$ cat src/rtl/seven_seg_scan_decoder_if.sv
// rtl/seven_seg_scan_decoder_if.sv - scanned display pins in, decoded frame out
interface seven_seg_scan_decoder_if;
  logic [6:0]  seg;
  logic [3:0]  an;
  logic [15:0] num;
  logic        valid;
  logic        err;

  modport master (output seg, output an, input num, input valid, input err);
  modport slave  (input seg, input an, output num, output valid, output err);
endinterface

$ cat src/rtl/seven_seg_scan_decoder.sv
// rtl/seven_seg_scan_decoder.sv - samples multiplexed seven-segment pins and rebuilds the 16-bit value
// Optional macro SEG_DEC_ERR_EN: invalid patterns pulse err and restart the frame.
module seven_seg_scan_decoder #(
  parameter int unsigned STABLE_CYCLES = 4
) (
  input  logic                      clk,
  input  logic                      rst_n,
  seven_seg_scan_decoder_if.slave   bus
);

  typedef enum logic [1:0] {IDLE, SETTLE, HOLD} state_t;

  localparam logic [7:0] STABLE = 8'(STABLE_CYCLES);

  state_t      state_q, state_d;
  logic [10:0] smp_q, smp_d;
  logic [7:0]  cnt_q, cnt_d;
  logic [3:0]  mask_q, mask_d;
  logic [15:0] frame_q, frame_d;
  logic [15:0] num_q, num_d;
  logic        valid_q, valid_d;
  logic        err_q, err_d;

  logic        chg;
  logic        capture;
  logic        dec_ok;
  logic [3:0]  dec_nib;
  logic [1:0]  dig;
  logic [3:0]  mask_new;

  function automatic logic one_hot_low(input logic [3:0] a);
    return (a == 4'b1110) || (a == 4'b1101) || (a == 4'b1011) || (a == 4'b0111);
  endfunction

  function automatic logic [1:0] digit_of(input logic [3:0] a);
    case (a)
      4'b1101: return 2'd1;
      4'b1011: return 2'd2;
      4'b0111: return 2'd3;
      default: return 2'd0;
    endcase
  endfunction

  // {ok, nibble}; patterns outside the table decode as not ok
  function automatic logic [4:0] decode(input logic [6:0] s);
    case (s)
      7'h40: return 5'h10;
      7'h79: return 5'h11;
      7'h24: return 5'h12;
      7'h30: return 5'h13;
      7'h19: return 5'h14;
      7'h12: return 5'h15;
      7'h02: return 5'h16;
      7'h78: return 5'h17;
      7'h00: return 5'h18;
      7'h10: return 5'h19;
      7'h08: return 5'h1A;
      7'h03: return 5'h1B;
      7'h46: return 5'h1C;
      7'h21: return 5'h1D;
      7'h06: return 5'h1E;
      7'h0E: return 5'h1F;
      default: return 5'h00;
    endcase
  endfunction

  always_comb begin
    smp_d    = {bus.an, bus.seg};
    chg      = (smp_d != smp_q);
    cnt_d    = chg ? 8'd1 : ((cnt_q >= STABLE) ? STABLE : cnt_q + 8'd1);
    state_d  = state_q;
    mask_d   = mask_q;
    frame_d  = frame_q;
    num_d    = num_q;
    valid_d  = 1'b0;
    err_d    = 1'b0;
    capture  = 1'b0;
    {dec_ok, dec_nib} = decode(smp_q[6:0]);
    dig      = digit_of(smp_q[10:7]);
    mask_new = mask_q | (4'b0001 << dig);

    // Next state looks at the incoming sample so a capture lands exactly
    // STABLE_CYCLES-1 edges after the first sampling edge of a new value.
    case (state_q)
      IDLE: begin
        if (one_hot_low(smp_d[10:7])) state_d = SETTLE;
      end
      SETTLE: begin
        if (chg) begin
          state_d = one_hot_low(smp_d[10:7]) ? SETTLE : IDLE;
        end else if (cnt_d == STABLE) begin
          capture = 1'b1;
          state_d = HOLD;
        end
      end
      HOLD: begin
        if (chg) state_d = one_hot_low(smp_d[10:7]) ? SETTLE : IDLE;
      end
      default: state_d = IDLE;
    endcase

    if (capture) begin
      if (dec_ok) begin
        frame_d[4*dig +: 4] = dec_nib;
        if (mask_new == 4'b1111) begin
          num_d   = frame_d;
          valid_d = 1'b1;
          mask_d  = 4'b0000;
        end else begin
          mask_d  = mask_new;
        end
      end else begin
`ifdef SEG_DEC_ERR_EN
        err_d  = 1'b1;
        mask_d = 4'b0000;
`else
        err_d  = 1'b0;
`endif
      end
    end
  end

  always_ff @(posedge clk or negedge rst_n) begin
    if (!rst_n) begin
      state_q <= IDLE;
      smp_q   <= {4'hF, 7'h7F};
      cnt_q   <= 8'd0;
      mask_q  <= 4'b0000;
      frame_q <= 16'h0000;
      num_q   <= 16'h0000;
      valid_q <= 1'b0;
      err_q   <= 1'b0;
    end else begin
      state_q <= state_d;
      smp_q   <= smp_d;
      cnt_q   <= cnt_d;
      mask_q  <= mask_d;
      frame_q <= frame_d;
      num_q   <= num_d;
      valid_q <= valid_d;
      err_q   <= err_d;
    end
  end

  assign bus.num   = num_q;
  assign bus.valid = valid_q;
  assign bus.err   = err_q;

endmodule
$ cat src/flat_wrapper.sv
// flat-port wrapper written by rule: the top's interface ports become plain ports
module seven_seg_scan_decoder_flat 
#(
  parameter int unsigned STABLE_CYCLES = 4
)
  (clk, rst_n, bus_seg, bus_an, bus_num, bus_valid, bus_err);
  seven_seg_scan_decoder_if bus_i ();
  input  logic clk;
  input  logic rst_n;
  input wire logic [$bits(bus_i.seg)-1:0] bus_seg;
  input wire logic [$bits(bus_i.an)-1:0] bus_an;
  output wire logic [$bits(bus_i.num)-1:0] bus_num;
  output wire logic [$bits(bus_i.valid)-1:0] bus_valid;
  output wire logic [$bits(bus_i.err)-1:0] bus_err;
  assign bus_i.seg = bus_seg;
  assign bus_i.an = bus_an;
  assign bus_num = bus_i.num;
  assign bus_valid = bus_i.valid;
  assign bus_err = bus_i.err;
  seven_seg_scan_decoder #(.STABLE_CYCLES(STABLE_CYCLES)) u_core (.clk(clk), .rst_n(rst_n), .bus(bus_i));
endmodule
$ cat config.mk
export PLATFORM = sky130hd
export DESIGN_NAME = seven_seg_scan_decoder_flat
export DESIGN_NICKNAME = d
export VERILOG_FILES = /design/src/rtl/seven_seg_scan_decoder_if.sv /design/src/rtl/seven_seg_scan_decoder.sv /design/src/flat_wrapper.sv
export SDC_FILE = /design/constraint.sdc
export NUM_CORES = 1
export LEC_CHECK = 0
export ABC_CLOCK_PERIOD_IN_PS = 2500
export BUFFER_PORTS_ARGS = -buffer_cell sky130_fd_sc_hd__buf_4
export CAP_MARGIN = 25
export CORE_MARGIN = 2
export CORE_UTILIZATION = 25
export CTS_CLUSTER_SIZE = 16
export DETAILED_ROUTE_END_ITERATION = 6
export SLEW_MARGIN = 40
export SYNTH_ARGS = -nofsm -noshare
export SYNTH_HDL_FRONTEND = slang
export SYNTH_SLANG_ARGS = --single-unit
$ cat constraint.sdc
create_clock -name clk -period 2.5 [get_ports clk]
set_input_delay 0.25 -clock clk [delete_from_list [all_inputs] [get_ports clk]]
set_output_delay 0.25 -clock clk [all_outputs]
set_load 0.05 [all_outputs]
# [Yosys cells after proc, flatten, opt, wreduce, memory -nomap -nowiden]
# Index checks and enable logic that the tools add are counted.
[op_classes] bitwise=1 shift=3 multipliers=0 eq_ne=30 n_lt_le_gt_ge=1 n_div=0 n_reduce_logical=8 n_addsub=2 muxes=18
[ops] cell="$pmux 5 s16" count=1
[ops] cell="$neg 4->34" count=1
[ops] cell="$shift 4x34->16 const A" count=1
[ops] cell="$shiftx 4x34->16" count=1
[ops] cell="$eq 7x7->1 const B" count=4
[ops] cell="$eq 4x4->1 const B" count=6
[ops] cell="$eq 7x5->1 const B" count=3
[ops] cell="$eq 7x6->1 const B" count=3
[ops] cell="$bwmux 16" count=1
[ops] cell="$mux 8" count=2
[ops] cell="$eq 7x2->1 const B" count=2
[ops] cell="$eq 7x4->1 const B" count=2
[ops] cell="$pmux 2 s3" count=2
[ops] cell="$ne 11x11->1" count=1
[ops] cell="$add 8x1->8 const B" count=1
[ops] cell="$eq 4x3->1 const B" count=2
[ops] cell="$eq 8x3->1 const B" count=1
[ops] cell="$ge 8x3->1 const B" count=1
[ops] cell="$mux 2" count=4
[ops] cell="$eq 7x3->1 const B" count=1
[ops] cell="$logic_not 7->1" count=1
[ops] cell="$mux 1" count=7
[ops] cell="$reduce_and 3->1" count=2
[ops] cell="$mux 4" count=1
[ops] cell="other kinds (9)" count=12
[word_totals] input_bits=13 ram_bits=0 latchBits=0 mem_count=0 regBits=58 mem_bits_ro=0

# [Depth between registers and ports, before layout]
[depth] depth_word=8 mapped_depth=10 mapped_depth_nobuf=9

# [Least setup slack after synthesis]
# Ideal clock, no wire load.
[synth_timing] path_type="reg2reg" from="register u_core.smp_q[10]" to="register u_core.num_q[12], in the netlist u_core.bus.num[12]" stages_incl_launch_ff=8 required_time_ps=2423 setup_ps=77 setup_slack_ps=147 t_arrival_ps=2276 synth_period_minus_slack_ps=2353 path_cell_list="dfstp_2 > xor2_1 > nand3_1 > ha_1 > clkbuf_1 > nor4b_1 > a21oi_1 > o21ai_1"
[synth_between] elab_chain_len=7
[synth_lines] item="start, declared" line_no="seven_seg_scan_decoder.sv:16" source="logic [10:0] smp_q, smp_d;"
[synth_lines] item="start signal, assigned" line_no="seven_seg_scan_decoder.sv:126" source="smp_q <= {4'hF, 7'h7F};"
[synth_lines] item="start signal, assigned" line_no="seven_seg_scan_decoder.sv:135" source="smp_q <= smp_d;"
[synth_lines] item="branches (longest 7 deep; another with $neg 4->34)"
[synth_lines] item="end signal, assigned" line_no="seven_seg_scan_decoder.sv:139" source="num_q <= num_d;"
[synth_lines] item="end, declared" line_no="seven_seg_scan_decoder.sv:20" source="logic [15:0] num_q, num_d;"
# Parallel ways; which one is timed is not known.
# A chain may end at the register's enable or synchronous reset.

# [Worst setup path after layout]
[layout_timing] from="register u_core.smp_q[5]" to="register u_core.frame_q[1]"
[layout_between] elab_chain_len=7
[layout_lines] item="$ne 11x11->1" line_no="seven_seg_scan_decoder.sv:69" source="chg = (smp_d != smp_q);"
[layout_lines] item="$mux 8" line_no="seven_seg_scan_decoder.sv:70" source="cnt_d = chg ? 8'd1 : ((cnt_q >= STABLE) ? STABLE : cnt_q + 8'd1);"
[layout_lines] item="$eq 8x3->1" line_no="seven_seg_scan_decoder.sv:91" source="end else if (cnt_d == STABLE) begin"
[layout_lines] item="$mux 1" line_no="seven_seg_scan_decoder.sv:91"
[layout_lines] item="$mux 1" line_no="seven_seg_scan_decoder.sv:89" source="if (chg) begin"
[layout_lines] item="$mux 1" line_no="seven_seg_scan_decoder.sv:84" source="case (state_q)"
[layout_lines] item="$reduce_and 2->1 (no source line)"
[layout_lines] item="end signal, assigned" line_no="seven_seg_scan_decoder.sv:138" source="frame_q <= frame_d;"
[layout_lines] item="end, declared" line_no="seven_seg_scan_decoder.sv:19" source="logic [15:0] frame_q, frame_d;"
# Several ways; a longest one is shown, not always the timed one.

==> out/metrics.csv <==
metric;value;unit
result of the run;finished clean;
total negative setup slack;0;ns
max-capacitance violation count;0;
ant diodes;0;
CP Data Required Time;2.71;ns
Cell Area, Synth;2930;sq um
leakage power total;1.58;nW
proportion of layout cells with a drive suffix above 1;0.217;
Synth area leader;dfrtp_1;
arrival time worst endpoint;2.56;ns
Final Wtd Congestion;0.782;
Crit Path Category;flip-flop to flip-flop;
share of Yosys cell area claimed by the top area cell type;0.402;
Final Hold Fails;0;
net switching component of the power;0.534;mW
startpoint of the most critical register-to-register path;u_core.smp_q[5];
Clock Power Share;0.545;
compound-gate portion of the synthesized area;0.174;
# Post-CTS Setup Buffers;0;
count of antenna-violating nets left after detailed routing;0;
launch point of the worst hold path;bus_seg[5];
multi-input gate area in the final layout;1370;sq um
area of the placeable core;11400;sq um
predominant post-synthesis flop cell;dfrtp_1;
xor-xnor portion of the synthesized cell area;0.0449;
TritonCTS buffer count;9;
total internal power;1.98;mW
worst reg2reg setup slack;0.15;ns
number of sinks handled by clock tree synthesis;58;
Skew-Pair Late Insertion Delay;0.32;ns
via count;2194;
final worst path period share;0.939;
slew of the pin with the lowest slew margin;0.534;ns
antenna violations before repair;0;
number of remaining DRC errors;0;
CP startpoint kind;flip-flop;
Post-CTS Hold Fix Bufs;0;
most area-consuming cells after synthesis;dfrtp_1 (40%), dfstp_2 (9.9%), nor2b_1 (4.3%);
sum of buffers and inverters on the critical path;0;
overall power after layout;2.51;mW
vias in the first global route;2185;
Critical-path top delay cell;dfstp_2;
sequential group share of total power;0.394;
final worst hold slack;0.0435;ns
VDD IR max;0.289;mV
Congestion Overflow GR;0;
number of distinct standard cells referenced by the synthesized netlist;54;
Post-Layout Inst Area;3680;sq um
Yosys reg bits;58;
area taken by flip-flops and latches;1470;sq um
full die area;12600;sq um
adder and majority cell fraction of the synthesized area;0.0419;
die width;112;um
wire length of the first global-routing pass;10.8;mm
top post-synthesis cells by count;dfrtp_1 (47), nand2_1 (25), a21oi_1 (21), nor2b_1 (20), o21ai_1 (19);
mux contribution to synthesized area;0.00342;
starting utilization of the core area;0.256;
Max Clock Freq;426;MHz
Cell Area, Placed;3320;sq um
clk_skew;0.00744;ns
die outline height;112;um
number of cells traversed by the worst register-to-register path;6;
num ports;31;
register area share after synthesis;0.501;
total wire length after detailed routing;6.26;mm
min-delay worst type;primary input to flip-flop;
number of resized instances in the post-cts repair step;0;
final-stage net count;340;
pin count of the biggest net entering global routing;59;
max-slew violations;0;
length of the first detailed-routing pass in iterations;4;
final setup vio count;0;
Via-to-Cell Ratio;4.71;
main combinational cell family by area after synthesis;simple AND/OR/NAND/NOR gates;
post-synthesis cell count;281;
standard-cell rows;39;
buffers added on ports;29;
deepest clock path buffer count;2;
list of cells traversed by the critical path;nor4bb_1 > a22oi_1 > o2111ai_2 > or2_1 > nand3_2 > a22o_1;
Routed wire per std cell;13.4;um
fraction of the mapped netlist area in simple logic gates;0.195;
Synth Warn #;0;
destination of the worst hold path;u_core.smp_q[5];
clock tree from TritonCTS;done;
count of fill cells added during filler insertion;1175;
Avg Inst Size Synth;10.4;sq um
CTS clk-pin slew, worst paths;0.05;ns
Pwr per Cell Area;683;nW/um^2
Synth async-reset ratio;1.00;
Largest delay share family, worst path;compound AO/OA/AOI/OAI gates;
deepest level of the CTS H-tree;3;
signed area change from the synthesized netlist to the final layout;25.6;%
total half-perimeter wirelength after legalization and detailed placement;4.32;mm
biggest cell delay along the critical path;0.63;ns
Slew headroom;0.644;
CTS Root Cell;clkbuf_16;
number of enable flip-flop cells after synthesis;0;
Max Fanout on Critical Path;11;
Setup crit end kind;flip-flop;
endpoint of the most critical register-to-register path;u_core.frame_q[1];
all-layer global routing usage;0.107;
minimum period implied by the final worst setup slack;2.35;ns
Initial DRC Count;139;
worst hold path stage count;1;
unrepaired setup endpoints after global routing;false;
library cell with the highest instance count after synthesis;dfrtp_1;
combinational group share of total power;0.061;
Sw Share;0.213;
[worst reg2reg max path: stages (launching register included)]
cell and delay, ns:
dfstp_2 0.63, nor4bb_1 0.32, a22oi_1 0.16, o2111ai_2 0.44
or2_1 0.27, nand3_2 0.15, a22o_1 0.27
[worst max-delay path by stage]
stage / startpoint / to / slack, ns / cells after the start
6_report: u_core.smp_q[5] / u_core.frame_q[1] / 0.15 / 6
5_1_grt: u_core.smp_q[5] / u_core.frame_q[1] / 0.01 / 6
4_1_cts: u_core.smp_q[5] / u_core.frame_q[1] / 0.13 / 6
3_5_place_dp: u_core.smp_q[5] / u_core.frame_q[1] / 0.16 / 6
3_3_place_gp: u_core.smp_q[5] / u_core.frame_q[1] / 0.25 / 6
2_1_floorplan: u_core.smp_q[10] / u_core.bus.num[12] / 0.15 / 7
[through the flow]
step / setup slack, ns / instances / util
2_1_floorplan: 0.147 / 286 / -
3_3_place_gp: 0.248 / 449 / 0.291
3_5_place_dp: 0.158 / 449 / 0.291
4_1_cts: 0.129 / 465 / 0.321
5_1_grt: 0.0144 / 466 / 0.322
6_report: 0.152 / 466 / 0.322
[cells in the final DEF, fill, tap and decap left out, drive strengths merged, types with 3 or more instances in the layout]
cell	n
nor3	3
a21oi	21
o21ai	22
conb	6
nand2	25
nor2b	20
a22o	3
buf	36
nor4b	3
dfrtp	47
nand4	5
inv	8
dfstp	11
nor2	12
o211ai	3
xor2	4
ha	9
clkbuf	12
xnor2	11
and3	4
a31oi	4
nand3	4
nor3b	4
a221o	9
and2	3
[state kept, by name, indices dropped and copies added, names as in the netlist]
| name | count |
|---|---|
| u_core.smp_q | 11 |
| u_core.bus.valid | 1 |
| u_core.mask_q | 4 |
| u_core.bus.num | 16 |
| u_core.frame_q | 16 |
| u_core.cnt_q | 8 |
| u_core.state_q | 2 |
[power by group through the flow]
stage	Combinational, mW	Sequential, mW	Clock [mW]
after floorplan	0.106	0.985	0
after global placement	0.150	1.00	0
after detailed placement	0.153	1.00	0
after CTS	0.154	0.989	1.40
after global routing	0.172	0.992	1.45
final	0.153	0.989	1.37
[layout make-up]
cell class                      instances  share of cell area
Clock buffer                           12              0.0725
Clock inverter                          4              0.0197
Inverter                                8             0.00817
Multi-Input combinational cell        204               0.372
Sequential cell                        58               0.399
Tap cell                              143              0.0487
Timing Repair Buffer                   37              0.0807
[cell families after synthesis]
family                   after synthesis
flip-flops                            58
XOR/XNOR                              15
adder cells (fa/ha/maj)               10
AND/OR/NAND/NOR                       97
AO/OA/AOI/OAI                         75
buffers and inverters                 24
other                                  1
multiplexers                           1
[layer usage]
layer	vias to the layer above	global-route usage	wire length [um]
met1	1062	0.140	2970
met3	9	0.0302	276
met2	47	0.170	2940
li1	1076	-	-
met4	0	0.0415	72
met5	-	0	0
Note: power is estimated with default switching activity, not from simulation.
